**src/rtl/pzcorebus_packer_response_unpacker.sv**
```systemverilog
`default_nettype none
//==============================================================================
// Module   : pzcorebus_packer_response_unpacker
// Purpose  : Buffers wide (packed) response beats in a register FIFO and
//            splits each buffered beat into narrow sub-word beats, emitting
//            only the sub-words whose unit-enable bit is set. ID, error and
//            last are carried across unchanged.
// Ports    : i_clk, i_rst (sync, active-high), i_clear (sync flush)
//            o_fifo_empty / o_fifo_full      - FIFO occupancy flags
//            i_wide_*  / o_wide_accept       - downstream response input
//            o_narrow_* / i_narrow_accept    - upstream response output
// Revision : 1.0 - initial release
//==============================================================================
module pzcorebus_packer_response_unpacker #(
    parameter int NARROW_WIDTH = 32,
    parameter int RATIO        = 4,
    parameter int ID_WIDTH     = 8,
    parameter int DEPTH        = 4
) (
    input  logic                          i_clk,
    input  logic                          i_rst,
    input  logic                          i_clear,
    output logic                          o_fifo_empty,
    output logic                          o_fifo_full,
    input  logic                          i_wide_valid,
    output logic                          o_wide_accept,
    input  logic [ID_WIDTH-1:0]           i_wide_id,
    input  logic                          i_wide_error,
    input  logic [RATIO*NARROW_WIDTH-1:0] i_wide_data,
    input  logic [RATIO-1:0]              i_wide_unit_enable,
    input  logic                          i_wide_last,
    output logic                          o_narrow_valid,
    input  logic                          i_narrow_accept,
    output logic [ID_WIDTH-1:0]           o_narrow_id,
    output logic                          o_narrow_error,
    output logic [NARROW_WIDTH-1:0]       o_narrow_data,
    output logic                          o_narrow_last
);

    localparam int c_PTR_W  = (DEPTH > 1) ? $clog2(DEPTH) : 1;
    localparam int c_CNT_W  = $clog2(DEPTH + 1);
    localparam int c_IDX_W  = (RATIO > 1) ? $clog2(RATIO) : 1;
    localparam int c_WIDE_W = RATIO * NARROW_WIDTH;

    localparam logic [c_PTR_W-1:0] c_LAST_PTR = c_PTR_W'(DEPTH - 1);
    localparam logic [c_CNT_W-1:0] c_FULL_CNT = c_CNT_W'(DEPTH);
    localparam logic [c_CNT_W-1:0] c_CNT_ONE  = c_CNT_W'(1);
    localparam logic [RATIO-1:0]   c_UE_ONE   = RATIO'(1);

    // Entry storage (payload is intentionally not reset)
    logic [ID_WIDTH-1:0] r_id_q   [DEPTH];
    logic                r_err_q  [DEPTH];
    logic [c_WIDE_W-1:0] r_data_q [DEPTH];
    logic [RATIO-1:0]    r_ue_q   [DEPTH];
    logic                r_last_q [DEPTH];

    logic [c_PTR_W-1:0] r_wr_ptr_q, r_wr_ptr_d;
    logic [c_PTR_W-1:0] r_rd_ptr_q, r_rd_ptr_d;
    logic [c_CNT_W-1:0] r_count_q,  r_count_d;
    logic [RATIO-1:0]   r_done_q,   r_done_d;

    logic                w_push;
    logic                w_pop;
    logic                w_narrow_hs;
    logic                w_flush;
    logic [RATIO-1:0]    w_wr_ue;
    logic [RATIO-1:0]    w_remaining;
    logic                w_single;
    logic [c_IDX_W-1:0]  w_idx;
    logic [c_WIDE_W-1:0] w_head_data;

    //--------------------------------------------------------------------------
    // Occupancy flags and handshakes
    //--------------------------------------------------------------------------
    assign o_fifo_empty  = (r_count_q == '0);
    assign o_fifo_full   = (r_count_q == c_FULL_CNT);
    assign o_wide_accept = !o_fifo_full && !i_rst;
    assign o_narrow_valid = !o_fifo_empty;

    assign w_flush     = i_rst || i_clear;
    assign w_push      = i_wide_valid && o_wide_accept;
    assign w_narrow_hs = o_narrow_valid && i_narrow_accept;
    assign w_pop       = w_narrow_hs && w_single;

    // An all-zero enable still has to produce one beat (error-only response)
    assign w_wr_ue = (i_wide_unit_enable == '0) ? c_UE_ONE : i_wide_unit_enable;

    //--------------------------------------------------------------------------
    // Head-entry unpacking
    //--------------------------------------------------------------------------
    assign w_head_data = r_data_q[r_rd_ptr_q];
    assign w_remaining = r_ue_q[r_rd_ptr_q] & ~r_done_q;

    // Exactly one bit left: x & (x-1) clears the lowest set bit
    assign w_single = (w_remaining != '0) &&
                      ((w_remaining & (w_remaining - c_UE_ONE)) == '0);

    // Lowest set bit of the remaining mask
    always_comb begin
        w_idx = '0;
        for (int i = RATIO - 1; i >= 0; i--) begin
            if (w_remaining[i]) begin
                w_idx = c_IDX_W'(i);
            end
        end
    end

    assign o_narrow_id    = r_id_q[r_rd_ptr_q];
    assign o_narrow_error = r_err_q[r_rd_ptr_q];
    assign o_narrow_data  = w_head_data[w_idx*NARROW_WIDTH +: NARROW_WIDTH];
    assign o_narrow_last  = r_last_q[r_rd_ptr_q] && w_single;

    //--------------------------------------------------------------------------
    // Next-state logic
    //--------------------------------------------------------------------------
    always_comb begin
        r_wr_ptr_d = r_wr_ptr_q;
        r_rd_ptr_d = r_rd_ptr_q;
        r_count_d  = r_count_q;
        r_done_d   = r_done_q;

        if (w_flush) begin
            r_wr_ptr_d = '0;
            r_rd_ptr_d = '0;
            r_count_d  = '0;
            r_done_d   = '0;
        end else begin
            if (w_push) begin
                r_wr_ptr_d = (r_wr_ptr_q == c_LAST_PTR) ? '0 : r_wr_ptr_q + c_PTR_W'(1);
            end
            if (w_pop) begin
                r_rd_ptr_d = (r_rd_ptr_q == c_LAST_PTR) ? '0 : r_rd_ptr_q + c_PTR_W'(1);
            end
            case ({w_push, w_pop})
                2'b10:   r_count_d = r_count_q + c_CNT_ONE;
                2'b01:   r_count_d = r_count_q - c_CNT_ONE;
                default: r_count_d = r_count_q;
            endcase
            if (w_narrow_hs) begin
                r_done_d = w_single ? '0 : (r_done_q | (c_UE_ONE << w_idx));
            end
        end
    end

    //--------------------------------------------------------------------------
    // State registers
    //--------------------------------------------------------------------------
    always_ff @(posedge i_clk) begin
        if (i_rst) begin
            r_wr_ptr_q <= '0;
            r_rd_ptr_q <= '0;
            r_count_q  <= '0;
            r_done_q   <= '0;
        end else begin
            r_wr_ptr_q <= r_wr_ptr_d;
            r_rd_ptr_q <= r_rd_ptr_d;
            r_count_q  <= r_count_d;
            r_done_q   <= r_done_d;
        end
    end

    // Payload write; a flush cycle discards the push
    always_ff @(posedge i_clk) begin
        if (w_push && !i_clear) begin
            r_id_q[r_wr_ptr_q]   <= i_wide_id;
            r_err_q[r_wr_ptr_q]  <= i_wide_error;
            r_data_q[r_wr_ptr_q] <= i_wide_data;
            r_ue_q[r_wr_ptr_q]   <= w_wr_ue;
            r_last_q[r_wr_ptr_q] <= i_wide_last;
        end
    end

endmodule
`default_nettype wire
```
**config.mk**
```make
export PLATFORM = sky130hd
export DESIGN_NAME = pzcorebus_packer_response_unpacker
export DESIGN_NICKNAME = d
export VERILOG_FILES = /design/src/rtl/pzcorebus_packer_response_unpacker.sv
export SDC_FILE = /design/constraint.sdc
export NUM_CORES = 1
export LEC_CHECK = 0
export CAP_MARGIN = 25
export CORE_UTILIZATION = 28
export DETAILED_ROUTE_END_ITERATION = 8
export SLEW_MARGIN = 20
export SYNTH_ARGS = -nofsm -noshare
export SYNTH_HDL_FRONTEND = slang
export SYNTH_SLANG_ARGS = --single-unit
export TNS_END_PERCENT = 1
```
**constraint.sdc**
```tcl
create_clock -name i_clk -period 6.5 [get_ports i_clk]
set_clock_uncertainty 0.05 [all_clocks]
set_input_delay 1.3 -clock i_clk [delete_from_list [all_inputs] [get_ports i_clk]]
set_output_delay 1.3 -clock i_clk [all_outputs]
set_load 0.05 [all_outputs]
```
==> results.json, run 1 <==
{
  "status": "completed",
  "fmax_mhz": 171,
  "setup-violations-final": 0,
  "postCtsHoldBufs": 0,
  "routabilityCongestion": 0.673,
  "rows": 102,
  "power_leakage_nw": 8.26,
  "netSwitchingPower_mw": 1.66,
  "ios": 193,
  "die_h_um": 282,
  "tightest_slew_ns": 1.02,
  "drt_wl_total_mm": 51.0,
  "yosys_warnings": 0,
  "max_slew_margin": 0.323,
  "pwr-share-clk": 0.448,
  "seq_power_share": 0.512,
  "end_kind": "output pin",
  "insertion_delay_ns": 0.58,
  "routed.top_layer": "met5",
  "cts.clk_slew.worst_paths_ns": 0.06,
  "hold_class": "flip-flop to flip-flop",
  "first_pass_iters": 5,
  "syn_area_per_cell_um2": 23.2,
  "power_frac_comb": 0.040,
  "multiInputGateArea_mm2": 0.00443,
  "dp_hpwl_mm": 30.2,
  "chipWidth_um": 282,
  "rsz0062_at_grt": "false",
  "swShare": 0.204,
  "reg2reg_depth": 11,
  "syn_inst": 949,
  "path_class": "flip-flop to output pin",
  "grt_max_degree": 63,
  "p_per_area_mw_per_mm2": 296,
  "htreeDepth": 3,
  "wl_met3_mm": 3.66,
  "synthFlopType": "edfxtp_1",
  "ir_worst_vdd_mv": 0.170,
  "clock_sink_count": 581,
  "cp.required_ns": 5.15,
  "critPathArrivalTime_ns": 4.48,
  "grt_usage": 0.128,
  "drtIter0Drc": 709,
  "cts_buffer_depth": 3,
  "final.setup.tns_ns": 0,
  "synth_seq_area_share": 0.788,
  "syn2layout_area_growth_pct": 24.6,
  "period_needed_ns": 5.83,
  "route.vias.total": 10488,
  "grt_pass1_wl_mm": 73.8,
  "hold_depth": 2,
  "post_cts_buffers": 0,
  "ys_seq_elements": 581,
  "m1WireLength_mm": 21.3,
  "cts_tree": "yes",
  "cp-start-kind": "flip-flop",
  "drive_above_1_share": 0.228,
  "grt_pass1_vias": 11118,
  "avgViaCountPerCell": 4.63,
  "drt_drc_violations_left": 0,
  "io_buffers": 192,
  "die_area_mm2": 0.0796,
  "fin_util": 0.353,
  "fill_cells": 7208,
  "cts_buffers": 66,
  "async_flop_share": 0,
  "core-area_mm2": 0.0776,
  "start_util": 0.283,
  "gr-total-overflow": 0,
  "antenna_found_initial": 15,
  "cts-root-buf": "clkbuf_16",
  "seqCellArea_mm2": 0.0173,
  "maxSlewViolCount": 0,
  "p_int_mw": 6.45,
  "synth_edf_count": 568,
  "drtAntennaViolNets": 0,
  "final.period_utilization": 0.897,
  "wl_met2_mm": 24.7,
  "crit_fanout": 28,
  "maxCapViolCount": 0,
  "synth_nets": 1103,
  "syn_area_mm2": 0.0220,
  "finalHoldViolations": 0,
  "synth_cell_types": 34,
  "wl_per_cell_um": 22.5,
  "layout_commonest_cell": "edfxtp_1",
  "final_cell_mix": "edfxtp_1 (568), clkdlybuf4s50_1 (192), mux4_2 (142)",
  "finalNetCount": 1330,
  "cts_resized": 0
}
[per-layer routing]
layer  up-vias  track usage
met5         -            0
met4        26       0.0426
met3       107       0.0440
met2       268        0.204
met1      5540        0.163
li1       4547            -
[sequential cells by signal, indices dropped and copies added (netlist names), named ones only]
register / flops
r_wr_ptr_q: 2
r_count_q: 3
r_err_q: 4
r_ue_q: 16
r_data_q: 512
r_done_q: 4
r_rd_ptr_q: 2
r_id_q: 32
r_last_q: 4
[stage by stage]
stage	total power, mW	std cells	setup WS [ns]	cell area [um2]	hold slack, ns
2_1_floorplan	4.37	949	0.176	22000	0.412
3_3_place_gp	4.55	2148	1.18	25200	0.420
3_5_place_dp	4.56	2148	1.16	25200	0.444
4_1_cts	8.22	2262	0.503	27400	0.455
5_1_grt	8.37	2263	0.376	27400	0.468
6_report	8.11	2264	0.667	27400	0.453
[power by group through the flow]
stage	registers [mW]	logic [mW]	clock network, mW
4_1_cts	4.15	0.333	3.73
6_report	4.15	0.328	3.63
2_1_floorplan	4.24	0.135	0
3_5_place_dp	4.23	0.331	0
3_3_place_gp	4.23	0.323	0
5_1_grt	4.16	0.349	3.87
[worst paths after layout]
kind | startpoint | end | slack (ns)
setup / recovery | flip-flop | o_narrow_data[29] | 0.67
hold / removal | r_rd_ptr_q[1] | flip-flop | 0.45
setup reg to reg | flip-flop | r_count_q[2] | 2.03
hold reg to reg | r_rd_ptr_q[1] | flip-flop | 0.45
[worst max-delay path: stages (launching register included)]
cell	delay, ns
dfxtp_4	0.74
mux4_2	0.33
nor2b_4	0.47
and2_2	0.93
buf_4	0.34
a22oi_1	0.11
o31ai_1	0.09
clkdlybuf4s50_1	0.85
[layout make-up]
| type | count | share of cell area |
|---|---|---|
| antenna | 2 | 0.000183 |
| clock buffer | 79 | 0.0637 |
| clock inverter | 35 | 0.0139 |
| inverter | 6 | 0.000823 |
| multi-input combinational | 303 | 0.162 |
| sequential | 581 | 0.633 |
| tap | 1040 | 0.0475 |
| timing repair buffer | 218 | 0.0792 |
[synthesized netlist by cell type, drive strengths merged (4+ instances only)]
| cell type | instances | area (um2) |
|---|---|---|
| o31ai | 33 | 253 |
| edfxtp | 568 | 17100 |
| buf | 13 | 85.1 |
| clkbuf | 46 | 173 |
| a21oi | 7 | 35.0 |
| inv | 6 | 22.5 |
| nor2b | 4 | 25.0 |
| mux4 | 142 | 3200 |
| a22oi | 64 | 480 |
| and2 | 7 | 43.8 |
| ha | 6 | 75.1 |
| dfxtp | 13 | 260 |
| nor2 | 10 | 40.0 |
| nor3 | 6 | 30.0 |
[kinds of logic (layout without fill, tap and decap cells)]
logic type | count (synthesis) | in the layout | synth area share
compound gates | 111 | 111 | 0.0374
xor+xnor | 3 | 3 | 0.00120
fa+ha+maj | 7 | 7 | 0.00433
buf+inv | 65 | 338 | 0.0128
flops | 581 | 581 | 0.788
mux | 143 | 143 | 0.146
other cells | 0 | 2 | 0
simple gates | 39 | 39 | 0.0103
(Power assumes the default switching activity.)
==> run 2: changes to the inputs <==
- CTS_BUF_LIST: unset -> sky130_fd_sc_hd__clkbuf_16
- HOLD_SLACK_MARGIN: unset -> 0.05
- REMOVE_ABC_BUFFERS: unset -> 1
==> results.json, run 2 (synthesis results as in run 1) <==
{
  "status": "completed",
  "final_cell_mix": "edfxtp_1 (568), clkdlybuf4s50_1 (192), mux4_2 (142)",
  "antenna_found_initial": 9,
  "postCtsHoldBufs": 0,
  "setup_ws_ns": 0.650,
  "regMostFlops": "r_data_q",
  "hold-worst-slack_ns": 0.455,
  "wl_per_cell_um": 21.5,
  "avgViaCountPerCell": 4.66,
  "drt_drc_violations_left": 0,
  "finalNetCount": 1328,
  "route.vias.total": 10552,
  "top_regs": "r_data_q (512), r_id_q (32), r_ue_q (16)",
  "insertion_delay_ns": 0.59,
  "fill_cells": 7250,
  "setup-violations-final": 0,
  "period_needed_ns": 5.85,
  "drtAntennaViolNets": 0,
  "fin_util": 0.353,
  "cts_resized": 0,
  "drtIter0Drc": 768,
  "post_cts_buffers": 0,
  "rows": 102,
  "ir_worst_vdd_mv": 0.184,
  "critPathArrivalTime_ns": 4.50,
  "grt_max_degree": 86,
  "drive_above_1_share": 0.230,
  "fmax_mhz": 171,
  "final_area_mm2": 0.0274,
  "routabilityCongestion": 0.701,
  "io_buffers": 192,
  "cp-start-kind": "flip-flop",
  "dp_hpwl_mm": 27.5,
  "first_pass_iters": 5,
  "clock_sink_count": 581,
  "die_h_um": 282,
  "p_per_area_mw_per_mm2": 297,
  "syn2layout_area_growth_pct": 24.7,
  "rsz0062_at_grt": "false",
  "start_util": 0.283,
  "layout_commonest_cell": "edfxtp_1",
  "die_area_mm2": 0.0796,
  "cts.clk_slew.worst_paths_ns": 0.06,
  "maxSlewViolCount": 0,
  "crit_fanout": 28,
  "final.period_utilization": 0.900,
  "dpl_cell_area_mm2": 0.0252,
  "htreeDepth": 3,
  "cts_buffers": 66,
  "largest_reg_flops": 512,
  "tightest_slew_ns": 0.973,
  "path_class": "flip-flop to output pin",
  "cts-root-buf": "clkbuf_16",
  "dp_slack_ns": 1.23,
  "end_kind": "output pin",
  "fin_cells": 2265,
  "grt_pass1_wl_mm": 72.4,
  "wl_met2_mm": 23.4,
  "gr-total-overflow": 0,
  "maxCapViolCount": 0,
  "hold_class": "flip-flop to flip-flop",
  "dp_cells": 2145,
  "m1WireLength_mm": 21.2,
  "grt_usage": 0.123,
  "ios": 193,
  "core-area_mm2": 0.0776,
  "max_slew_margin": 0.352,
  "grt_pass1_vias": 11460,
  "drt_wl_total_mm": 48.6,
  "finalHoldViolations": 0,
  "cts_tree": "yes",
  "wl_met3_mm": 3.07,
  "cts_buffer_depth": 3,
  "routed.top_layer": "met5",
  "power_leakage_nw": 8.33,
  "chipWidth_um": 282,
  "cp.required_ns": 5.15
}
run 2: through the flow:
| step | power (mW) | setup TNS (ns) |
|---|---|---|
| floorplan | 4.37 | -196.07 |
| global route | 8.41 | 0 |
| detailed placement | 4.56 | 0 |
| CTS | 8.25 | 0 |
| global placement | 4.55 | 0 |
| finish | 8.14 | 0 |
run 2: worst paths after layout:
check,slack [ns],to,startpoint,cells after the start
max,0.65,o_narrow_data[20],flip-flop,8
min,0.45,flip-flop,r_rd_ptr_q[1],2
max reg2reg,2.27,r_count_q[2],flip-flop,13
min reg2reg,0.45,flip-flop,r_rd_ptr_q[1],2
run 2: critical path, cell delays in order, from the launching register on:
cell and delay, ns:
dfxtp_4 0.46, buf_4 0.44, mux4_2 0.40, nand2b_1 0.24, and2_2 0.61, buf_4 0.45, a22oi_1 0.15, o31ai_1 0.21
clkdlybuf4s50_1 0.94
run 2: power by group:
| part | leakage (nW) | internal (mW) | switching [mW] |
|---|---|---|---|
| Combinational | 2.00 | 0.147 | 0.180 |
| Sequential | 5.24 | 4.15 | 0.00737 |
| Clock | 1.09 | 2.19 | 1.47 |
| Total | 8.33 | 6.49 | 1.65 |
run 2: area by class of cell:
class / count / area [um2] / area share
Sequential cell: 581 / 17300 / 0.632
Multi-Input combinational cell: 303 / 4430 / 0.161
Timing Repair Buffer: 216 / 2170 / 0.0792
Clock buffer: 68 / 1700 / 0.0621
Tap cell: 1040 / 1300 / 0.0475
Clock inverter: 50 / 460 / 0.0168
Inverter: 6 / 22.5 / 0.000822
Antenna cell: 1 / 2.50 / 0.0000913
run 2: metal layers:
layer	up-vias	track usage
met4	16	0.0333
li1	4566	-
met5	-	0
met2	299	0.200
met1	5594	0.162
met3	77	0.0337
==> run 3: changes to the inputs <==
- PLACE_DENSITY_LB_ADDON: unset -> 0.1
==> results.json, run 3 (synthesis results as in run 1) <==
{
  "finalHoldViolations": 0,
  "rsz0062_at_grt": "false",
  "setup-violations-final": 0,
  "hold-worst-slack_ns": 0.444,
  "first_pass_iters": 5,
  "fmax_mhz": 171,
  "clock_sink_count": 581,
  "regMostFlops": "r_data_q",
  "cts_tree": "yes",
  "reg2reg_depth": 12,
  "power_leakage_nw": 8.36,
  "cp.required_ns": 5.15,
  "cts.clk_slew.worst_paths_ns": 0.06,
  "ios": 193,
  "grt_pass1_wl_mm": 78.8,
  "final_area_mm2": 0.0274,
  "drive_above_1_share": 0.221,
  "avgViaCountPerCell": 4.62,
  "cts_buffers": 68,
  "start_util": 0.283,
  "ir_worst_vdd_mv": 0.160,
  "layout_commonest_cell": "edfxtp_1",
  "n_antenna_cell": 0,
  "period_needed_ns": 5.83,
  "drtAntennaViolNets": 0,
  "drt_wl_total_mm": 54.6,
  "grt_usage": 0.139,
  "maxSlewViolCount": 0,
  "drtIter0Drc": 639,
  "final_cell_mix": "edfxtp_1 (568), clkdlybuf4s50_1 (192), mux4_2 (142)",
  "syn2layout_area_growth_pct": 24.8,
  "end_kind": "output pin",
  "die_area_mm2": 0.0796,
  "seqCellArea_mm2": 0.0173,
  "route.vias.total": 10486,
  "rows": 102,
  "io_buffers": 192,
  "core-area_mm2": 0.0776,
  "fin_util": 0.353,
  "cp-start-kind": "flip-flop",
  "gr-total-overflow": 0,
  "fill_cells": 7322,
  "top_regs": "r_data_q (512), r_id_q (32), r_ue_q (16)",
  "final.period_utilization": 0.897,
  "path_class": "flip-flop to output pin",
  "critPathArrivalTime_ns": 4.48,
  "fin_cells": 2271,
  "routabilityCongestion": 0.676,
  "max_slew_margin": 0.379,
  "drt_drc_violations_left": 0,
  "maxCapViolCount": 0,
  "cts-root-buf": "clkbuf_16",
  "status": "completed",
  "dp_hpwl_mm": 31.4,
  "htreeDepth": 3,
  "postCtsHoldBufs": 0,
  "chipWidth_um": 282,
  "tightest_slew_ns": 0.932,
  "crit_fanout": 33,
  "largest_reg_flops": 512,
  "grt_pass1_vias": 11225,
  "post_cts_buffers": 0,
  "dpl_cell_area_mm2": 0.0253,
  "grt_max_degree": 106,
  "cts_buffer_depth": 3,
  "finalNetCount": 1336,
  "antenna_found_initial": 9,
  "hold_depth": 2,
  "die_h_um": 282,
  "hold_class": "flip-flop to flip-flop",
  "cts_resized": 0,
  "insertion_delay_ns": 0.58,
  "p_per_area_mw_per_mm2": 293,
  "wl_per_cell_um": 24.0,
  "multiInputGateArea_mm2": 0.00443,
  "dp_cells": 2150
}
[run 3: cell count changes in the layout (fill, tap and decap cells not counted), sizes merged]
cell      previous run  this run
buf                 24        30
bufinv               7         3
clkbuf              68        71
clkinvlp             3         0
diode                1         0
inv                 19        24
[run 3: layout make-up]
class / count / share of cell area
clock buffers: 71 / 0.0648
clock inverters: 48 / 0.0109
inverters: 6 / 0.000821
multi-input cells: 303 / 0.161
flip-flops and latches: 581 / 0.632
well taps: 1040 / 0.0474
repair buffers: 222 / 0.0829
[run 3: routing by layer]
metal	up-vias	track usage	routed length (um)
li1	4566	-	-
met1	5547	0.194	24700
met5	-	0	107
met3	87	0.0338	3260
met4	16	0.0434	1070
met2	270	0.213	25400
[run 3: worst paths after layout]
path / start / endpoint / slack, ns
max reg2reg: flip-flop / r_count_q[2] / 2.46
max: flip-flop / o_narrow_data[13] / 0.67
min reg2reg: r_rd_ptr_q[1] / flip-flop / 0.44
min: r_rd_ptr_q[1] / flip-flop / 0.44
[run 3: stage by stage]
| step | TNS (ns) | total power [mW] | setup WS, ns |
|---|---|---|---|
| 5_1_grt | 0 | 8.33 | 0.525 |
| 2_1_floorplan | -196.07 | 4.37 | -4.51 |
| 3_3_place_gp | 0 | 4.57 | 1.31 |
| 3_5_place_dp | 0 | 4.57 | 1.29 |
| 6_report | 0 | 8.04 | 0.668 |
| 4_1_cts | 0 | 8.18 | 0.618 |
[run 3: where the power goes]
part           internal [mW]  leakage (nW)  switching, mW
clock network           2.08          1.08           1.47
registers               4.15          5.24        0.00751
logic                  0.149          2.04          0.187
[run 3: critical path, stage by stage (launching register included)]
cell and delay (ns):
dfxtp_4 0.62, mux4_2 0.57, nor2b_4 0.25, buf_4 0.30, o31ai_4 0.26, buf_4 0.63, a22oi_1 0.14, o31ai_1 0.21
clkdlybuf4s50_1 0.91
